## src/rtl/ccd_pkg.sv

```systemverilog
`default_nettype none
// ============================================================================
//  Module      : ccd_pkg
//  Description : Shared types and default timing constants for the linear
//                CCD readout path (TCD1304-class sensor).
//                Contents:
//                  seq_state_t - readout sequencer state encoding
//                  c_*_DEF     - default timing parameters
//                  ccd_max     - constant-foldable maximum helper
//  Revision    : 1.0 - initial release
// ============================================================================
package ccd_pkg;

    typedef enum logic [1:0] {
        IDLE   = 2'd0,
        ICG    = 2'd1,
        PIXELS = 2'd2,
        DONE   = 2'd3
    } seq_state_t;

    // Default line timing for a TCD1304-class sensor.
    localparam int unsigned c_N_PIXELS_DEF    = 3694;
    localparam int unsigned c_PIXEL_TICKS_DEF = 400;
    localparam int unsigned c_ICG_TICKS_DEF   = 500;
    localparam int unsigned c_SH_DELAY_DEF    = 100;
    localparam int unsigned c_SH_TICKS_DEF    = 200;

    function automatic int unsigned ccd_max(input int unsigned a, input int unsigned b);
        return (a > b) ? a : b;
    endfunction

endpackage
`default_nettype wire

```

## src/rtl/ticker.sv

```systemverilog
`default_nettype none
// ============================================================================
//  Module      : ticker
//  Description : Period generator. Counts enabled cycles modulo N_TICKS and
//                flags the last cycle of each period on tick.
//  Ports       : clk  - clock
//                rst  - synchronous reset, active-low
//                en   - count enable
//                tick - high on the last cycle of each N_TICKS period
//  Revision    : 1.0 - initial release
// ============================================================================
module ticker #(
    parameter int unsigned N_TICKS = 400
) (
    input  logic clk,
    input  logic rst,
    input  logic en,
    output logic tick
);

    localparam int unsigned c_CNT_W = (N_TICKS > 1) ? $clog2(N_TICKS) : 1;
    localparam logic [c_CNT_W-1:0] c_LAST = c_CNT_W'(N_TICKS - 1);

    logic [c_CNT_W-1:0] r_count;
    logic               w_last;

    assign w_last = (r_count == c_LAST);
    assign tick   = en && w_last;

    always_ff @(posedge clk) begin
        if (!rst) begin
            r_count <= '0;
        end else if (en) begin
            r_count <= w_last ? '0 : r_count + c_CNT_W'(1);
        end
    end

endmodule
`default_nettype wire

```

## src/rtl/ccd_readout_sequencer.sv

```systemverilog
`default_nettype none
// ============================================================================
//  Module      : ccd_readout_sequencer
//  Description : One-line linear CCD readout timing: ICG gate, SH shutter
//                pulse inside the ICG window, then one ADC conversion request
//                per pixel period. Conversions skipped because the ADC was
//                still busy are flagged on the sticky overrun output.
//  Ports       : clk       - clock
//                rst       - synchronous reset, active-low
//                start     - request a line readout (honoured only in IDLE)
//                adc_busy  - ADC driver busy
//                icg       - ICG gate (active-high, inverted on the board)
//                sh        - shutter gate (active-high)
//                acquire   - one-cycle conversion request
//                pix_idx   - index of the current pixel
//                busy      - line readout in progress
//                line_done - one-cycle pulse at the end of the line
//                overrun   - sticky: a conversion request was skipped
//  Revision    : 1.0 - initial release
// ============================================================================
module ccd_readout_sequencer
    import ccd_pkg::*;
#(
    parameter int unsigned N_PIXELS    = c_N_PIXELS_DEF,
    parameter int unsigned PIXEL_TICKS = c_PIXEL_TICKS_DEF,
    parameter int unsigned ICG_TICKS   = c_ICG_TICKS_DEF,
    parameter int unsigned SH_DELAY    = c_SH_DELAY_DEF,
    parameter int unsigned SH_TICKS    = c_SH_TICKS_DEF
) (
    input  logic                        clk,
    input  logic                        rst,
    input  logic                        start,
    input  logic                        adc_busy,
    output logic                        icg,
    output logic                        sh,
    output logic                        acquire,
    output logic [$clog2(N_PIXELS)-1:0] pix_idx,
    output logic                        busy,
    output logic                        line_done,
    output logic                        overrun
);

    localparam int unsigned c_TMR_W = $clog2(ccd_max(ICG_TICKS, PIXEL_TICKS) + 1);
    localparam int unsigned c_PIX_W = $clog2(N_PIXELS);

    // The ICG timer counts down from ICG_TICKS-1, so ICG-phase cycle p holds
    // timer value ICG_TICKS-1-p. SH covers timer values in (c_SH_OFF, c_SH_ON].
    localparam logic [c_TMR_W-1:0] c_ICG_LOAD = c_TMR_W'(ICG_TICKS - 1);
    localparam logic [c_TMR_W-1:0] c_SH_ON    = c_TMR_W'(ICG_TICKS - 1 - SH_DELAY);
    localparam logic [c_TMR_W-1:0] c_SH_OFF   = c_TMR_W'(ICG_TICKS - 1 - SH_DELAY - SH_TICKS);
    localparam logic [c_PIX_W-1:0] c_PIX_LAST = c_PIX_W'(N_PIXELS - 1);

    seq_state_t         r_state;
    seq_state_t         w_state_nxt;
    logic [c_TMR_W-1:0] r_timer;
    logic [c_TMR_W-1:0] w_timer_nxt;
    logic [c_PIX_W-1:0] r_pix_idx;
    logic [c_PIX_W-1:0] w_pix_idx_nxt;
    logic               r_icg,       w_icg_nxt;
    logic               r_sh,        w_sh_nxt;
    logic               r_first,     w_first_nxt;
    logic               r_busy,      w_busy_nxt;
    logic               r_line_done, w_line_done_nxt;
    logic               r_overrun,   w_overrun_nxt;
    logic               w_in_pixels;
    logic               w_tick;
    logic               w_tick_rst;

    // Pixel-period boundaries. The ticker is held in reset outside PIXELS so
    // every line's first pixel period starts from a zero count.
    assign w_in_pixels = (r_state == PIXELS);
    assign w_tick_rst  = rst && w_in_pixels;

    ticker #(
        .N_TICKS (PIXEL_TICKS)
    ) u_pixel_ticker (
        .clk  (clk),
        .rst  (w_tick_rst),
        .en   (w_in_pixels),
        .tick (w_tick)
    );

    always_ff @(posedge clk) begin
        if (!rst) begin
            r_state <= IDLE;
        end else begin
            r_state <= w_state_nxt;
        end
    end

    always_comb begin
        w_state_nxt     = r_state;
        w_timer_nxt     = r_timer;
        w_pix_idx_nxt   = r_pix_idx;
        w_overrun_nxt   = r_overrun;
        w_icg_nxt       = 1'b0;
        w_sh_nxt        = 1'b0;
        w_first_nxt     = 1'b0;
        w_busy_nxt      = 1'b0;
        w_line_done_nxt = 1'b0;

        case (r_state)
            IDLE: begin
                w_pix_idx_nxt = '0;
                if (start) begin
                    w_state_nxt   = ICG;
                    w_timer_nxt   = c_ICG_LOAD;
                    w_overrun_nxt = 1'b0;
                    w_icg_nxt     = 1'b1;
                    w_busy_nxt    = 1'b1;
                end
            end
            ICG: begin
                w_busy_nxt = 1'b1;
                if (r_timer == '0) begin
                    w_state_nxt   = PIXELS;
                    w_pix_idx_nxt = '0;
                    w_first_nxt   = 1'b1;
                end else begin
                    w_timer_nxt = r_timer - c_TMR_W'(1);
                    w_icg_nxt   = 1'b1;
                end
            end
            PIXELS: begin
                w_busy_nxt = 1'b1;
                if (r_first && adc_busy) begin
                    w_overrun_nxt = 1'b1;
                end
                if (w_tick) begin
                    if (r_pix_idx == c_PIX_LAST) begin
                        w_state_nxt     = DONE;
                        w_line_done_nxt = 1'b1;
                    end else begin
                        w_pix_idx_nxt = r_pix_idx + c_PIX_W'(1);
                        w_first_nxt   = 1'b1;
                    end
                end
            end
            DONE: begin
                w_state_nxt   = IDLE;
                w_pix_idx_nxt = '0;
            end
            default: begin
                w_state_nxt = IDLE;
            end
        endcase

        if (w_icg_nxt) begin
            w_sh_nxt = (w_timer_nxt <= c_SH_ON) && (w_timer_nxt > c_SH_OFF);
        end
    end

    always_ff @(posedge clk) begin
        if (!rst) begin
            r_timer     <= '0;
            r_pix_idx   <= '0;
            r_icg       <= 1'b0;
            r_sh        <= 1'b0;
            r_first     <= 1'b0;
            r_busy      <= 1'b0;
            r_line_done <= 1'b0;
            r_overrun   <= 1'b0;
        end else begin
            r_timer     <= w_timer_nxt;
            r_pix_idx   <= w_pix_idx_nxt;
            r_icg       <= w_icg_nxt;
            r_sh        <= w_sh_nxt;
            r_first     <= w_first_nxt;
            r_busy      <= w_busy_nxt;
            r_line_done <= w_line_done_nxt;
            r_overrun   <= w_overrun_nxt;
        end
    end

    assign icg       = r_icg;
    assign sh        = r_sh;
    assign pix_idx   = r_pix_idx;
    assign busy      = r_busy;
    assign line_done = r_line_done;
    assign overrun   = r_overrun;

    // The registered first-cycle strobe is qualified by the live adc_busy, so
    // the busy decision uses the same cycle the request would be issued in.
    assign acquire   = r_first && !adc_busy;

endmodule
`default_nettype wire

```

## config.mk

```make
export PLATFORM = sky130hd
export DESIGN_NAME = ccd_readout_sequencer
export DESIGN_NICKNAME = d
export VERILOG_FILES = /design/src/rtl/ccd_pkg.sv /design/src/rtl/ticker.sv /design/src/rtl/ccd_readout_sequencer.sv
export SDC_FILE = /design/constraint.sdc
export NUM_CORES = 1
export LEC_CHECK = 0
export ABC_CLOCK_PERIOD_IN_PS = 2350
export CAP_MARGIN = 20
export CORE_ASPECT_RATIO = 0.9
export CORE_UTILIZATION = 50
export DETAILED_ROUTE_END_ITERATION = 6
export HOLD_SLACK_MARGIN = 0.08
export PLACE_DENSITY = 0.75
export SYNTH_ARGS = -nofsm -noshare
export SYNTH_HDL_FRONTEND = slang
export SYNTH_SLANG_ARGS = --single-unit
```

## constraint.sdc

```tcl
create_clock -name clk -period 2.35 [get_ports clk]
set_input_delay 0.3525 -clock clk [delete_from_list [all_inputs] [get_ports clk]]
set_output_delay 0.3525 -clock clk [all_outputs]
set_load 0.02 [all_outputs]
```

==> results.sh <==
export IMPL_vias=1839
export IMPL_worstPathRequired_ns=2.57
export IMPL_maxCapViolCount=0
export IMPL_rsz0062_at_grt="false"
export IMPL_yosysUniqueCellTypes=43
export IMPL_dpl_cell_area_mm2=0.00229
export IMPL_drtIter0Drc=141
export IMPL_arrival_ns=2.46
export IMPL_antenna_diode_count=0
export IMPL_layout_nets=275
export IMPL_syn_to_final_growth_pct=21.8
export IMPL_layout_min_cycle_time_ns=2.24
export IMPL_antenna_found_initial=0
export IMPL_reg2regPathDepth=5
export IMPL_critical_path_max_stage_delay_ns=0.55
export IMPL_grt_overflow_total=0
export IMPL_hold_depth=1
export IMPL_detail_route_antenna_nets=0
export IMPL_grt_pass1_wl_um=6910
export IMPL_fmax_mhz=447
export IMPL_syn_mean_instance_area_um2=8.50
export IMPL_power_uw=2300
export IMPL_grt_max_degree=26
export IMPL_num_rows=21
export IMPL_crit_fanout=25
export IMPL_num_io_pins=22
export IMPL_core_mm2=0.00373
export IMPL_synthCells=230
export IMPL_synthAdderAreaFrac_pct=5.12
export IMPL_io_buffer_count=21
export IMPL_synth_mux_area_share_pct=2.69
export IMPL_htreeDepth=2
export IMPL_finalCritPeriodShare_pct=95.2
export IMPL_synthArstFlopShare_pct=0
export IMPL_cts_sinks=38
export IMPL_ys_ff_latch=38
export IMPL_peakVddDrop_mv=0.528
export IMPL_power_density_mw_per_mm2=965
export IMPL_wl_per_cell_um=13.9
export IMPL_place_gp_congestion=0.853
export IMPL_critPathSlowestCell="or4_1"
export IMPL_synth_top_area_share_pct=38.9
export IMPL_cts_buffers=5
export IMPL_firstDrtPassIters=4
export IMPL_finalHoldViolCount=0
export IMPL_cp_common_cell="or4_1"
export IMPL_dieWidth_um=67.9
export IMPL_synthSimpleGateAreaFrac_pct=27.1
export IMPL_start_kind="flop"
export IMPL_worstSkewPairLatency_ns=0.29
export IMPL_cts_root_buf="clkbuf_8"
export IMPL_synthXorXnorAreaFrac_pct=3.58
export IMPL_track_usage_pct=22.7
export IMPL_drc=0
export IMPL_drt_total_wl_um=4280
export IMPL_cts_clk_slew_worst_paths_ns=0.07
export IMPL_synth_largest_area_cell="dfxtp_1"
export IMPL_slew_viol_final=0
export IMPL_syn_cell_area_mm2=0.00196
export IMPL_synth_edf_count=0
export IMPL_grt_pass1_vias=1514
export IMPL_cts_tree="done"
export IMPL_synth_flop_cell="dfxtp_1"
export IMPL_endpoint_kind="flop"
export IMPL_hold_path_class="reg2reg"
export IMPL_path_class="reg2reg"
export IMPL_dp_hpwl_um=2990
export IMPL_yosys_top_cells_area="dfxtp_1, a21oi_1, ha_1"
export IMPL_layout_drive_gt1_share_pct=10.3
export IMPL_yosys_warnings=0
export IMPL_synth_top_family_by_area="simple AND/OR/NAND/NOR gates"
export IMPL_clock_path_buffers=2
export IMPL_p_leak_uw=0.000854
export IMPL_dieArea_mm2=0.00417
export IMPL_ys_seq_area_share_pct=38.9
export IMPL_die_h_um=61.3
export IMPL_slew_headroom_pct=74.4
export IMPL_synth_compound_area_share_pct=17.9
export IMPL_setup_violations=0
export IMPL_final_setup_tns_ns=0
export IMPL_avgViaCountPerCell=5.97
export IMPL_path_cells="or4_1, o41a_1, buf_4, or4_1, a21oi_1"
export IMPL_worst_pin_slew_ns=0.382
export IMPL_status="completed"
export IMPL_stdcell_area_mm2=0.00238
export IMPL_synth_net_count=242
export IMPL_postCtsSetupRepairBufs=0
export IMPL_start_util_pct=52.4
export IMPL_skew_ns=0.00375
-- synth_stat cells (5+ instances only) --
| library cell | instances |
|---|---|
| inv_1 | 12 |
| or4_1 | 9 |
| and2_1 | 5 |
| o31ai_1 | 10 |
| o21ai_0 | 5 |
| dfxtp_1 | 38 |
| nand3_1 | 16 |
| nor4_1 | 5 |
| a21oi_1 | 20 |
| nor3_1 | 7 |
| nor2b_1 | 5 |
| clkbuf_1 | 7 |
| nor2_1 | 17 |
| nand2_1 | 8 |
| ha_1 | 8 |
| and3_1 | 5 |
-- per-layer routing --
| layer | part of all wire (%) | vias up | global-route usage, % |
|---|---|---|---|
| met5 | 0 | - | 0 |
| met4 | 1.7 | 0 | 11.6 |
| met3 | 4.7 | 8 | 4.81 |
| met2 | 44 | 46 | 33.3 |
| met1 | 49 | 862 | 31.3 |
| li1 | - | 923 | - |
-- final cells by class --
type	instances	area, um^2
inverter	12	45.0
fill	322	1350
sequential	38	761
timing repair buffer	37	334
clock buffer	6	82.6
tap	46	57.6
multi-input combinational	169	1100
-- critical path, delay by kind of cell, from the launching register on --
| family | cells | cell delay (ns) |
|---|---|---|
| compound gates | 2 | 0.54 |
| flops | 1 | 0.35 |
| buf+inv | 1 | 0.21 |
| simple gates | 2 | 1.06 |
-- through the flow --
stage	worst slack, ns	instances	hold slack, ns	util (%)
finish	0.114	308	0.439	63.8
global route	0.00106	308	0.471	63.8
CTS	0.103	308	0.447	63.7
detailed placement	0.165	302	0.437	61.5
global placement	0.186	302	0.428	61.5
floorplan	0.0383	230	0.413	-
-- final timing paths --
| path | startpoint | endpoint | slack [ns] |
|---|---|---|---|
| min | u_pixel_ticker.r_count[0] | u_pixel_ticker.r_count[0] | 0.44 |
| max | r_timer[7] | pix_idx[6] | 0.11 |
| max reg2reg | r_timer[7] | pix_idx[6] | 0.11 |
| min reg2reg | u_pixel_ticker.r_count[0] | u_pixel_ticker.r_count[0] | 0.44 |
-- kinds of logic (layout without fill, tap and decap cells) --
group / after synthesis / after routing
simple gates: 95 / 95
compound gates: 53 / 53
flops: 38 / 38
buf+inv: 23 / 55
fa+ha+maj: 8 / 8
xor+xnor: 8 / 8
mux: 5 / 5
-- registers in the layout (all words and copies together) (netlist names), 2 cells and up --
| signal | count |
|---|---|
| r_timer | 9 |
| r_state | 2 |
| pix_idx | 12 |
| u_pixel_ticker.r_count | 9 |
-- layout by cell type (no fill, tap or decap), drive strengths merged, types with 6 or more instances in the layout --
master,netlist,routed
dfxtp,38,38
clkdlybuf4s50,0,21
a21oi,20,20
nor2,17,17
nand3,16,16
buf,4,16
inv,12,12
o31ai,10,10
or4,9,9
nand2,8,8
ha,8,8
nor3,7,7
clkbuf,7,6
o21ai,6,6
-- power breakdown --
group	internal [uW]	total, uW	switching [uW]
Sequential	739	822	82.7
Combinational	431	1040	604
Clock	226	441	215
Total	1400	2300	902
-- repair_timing --
action | in CTS | in global routing
resized for setup | 0 | 2
endpoints found under the setup margin | 0 | 1
hold buffers | 0 | 0
Note: power is estimated with default switching activity, not from simulation.
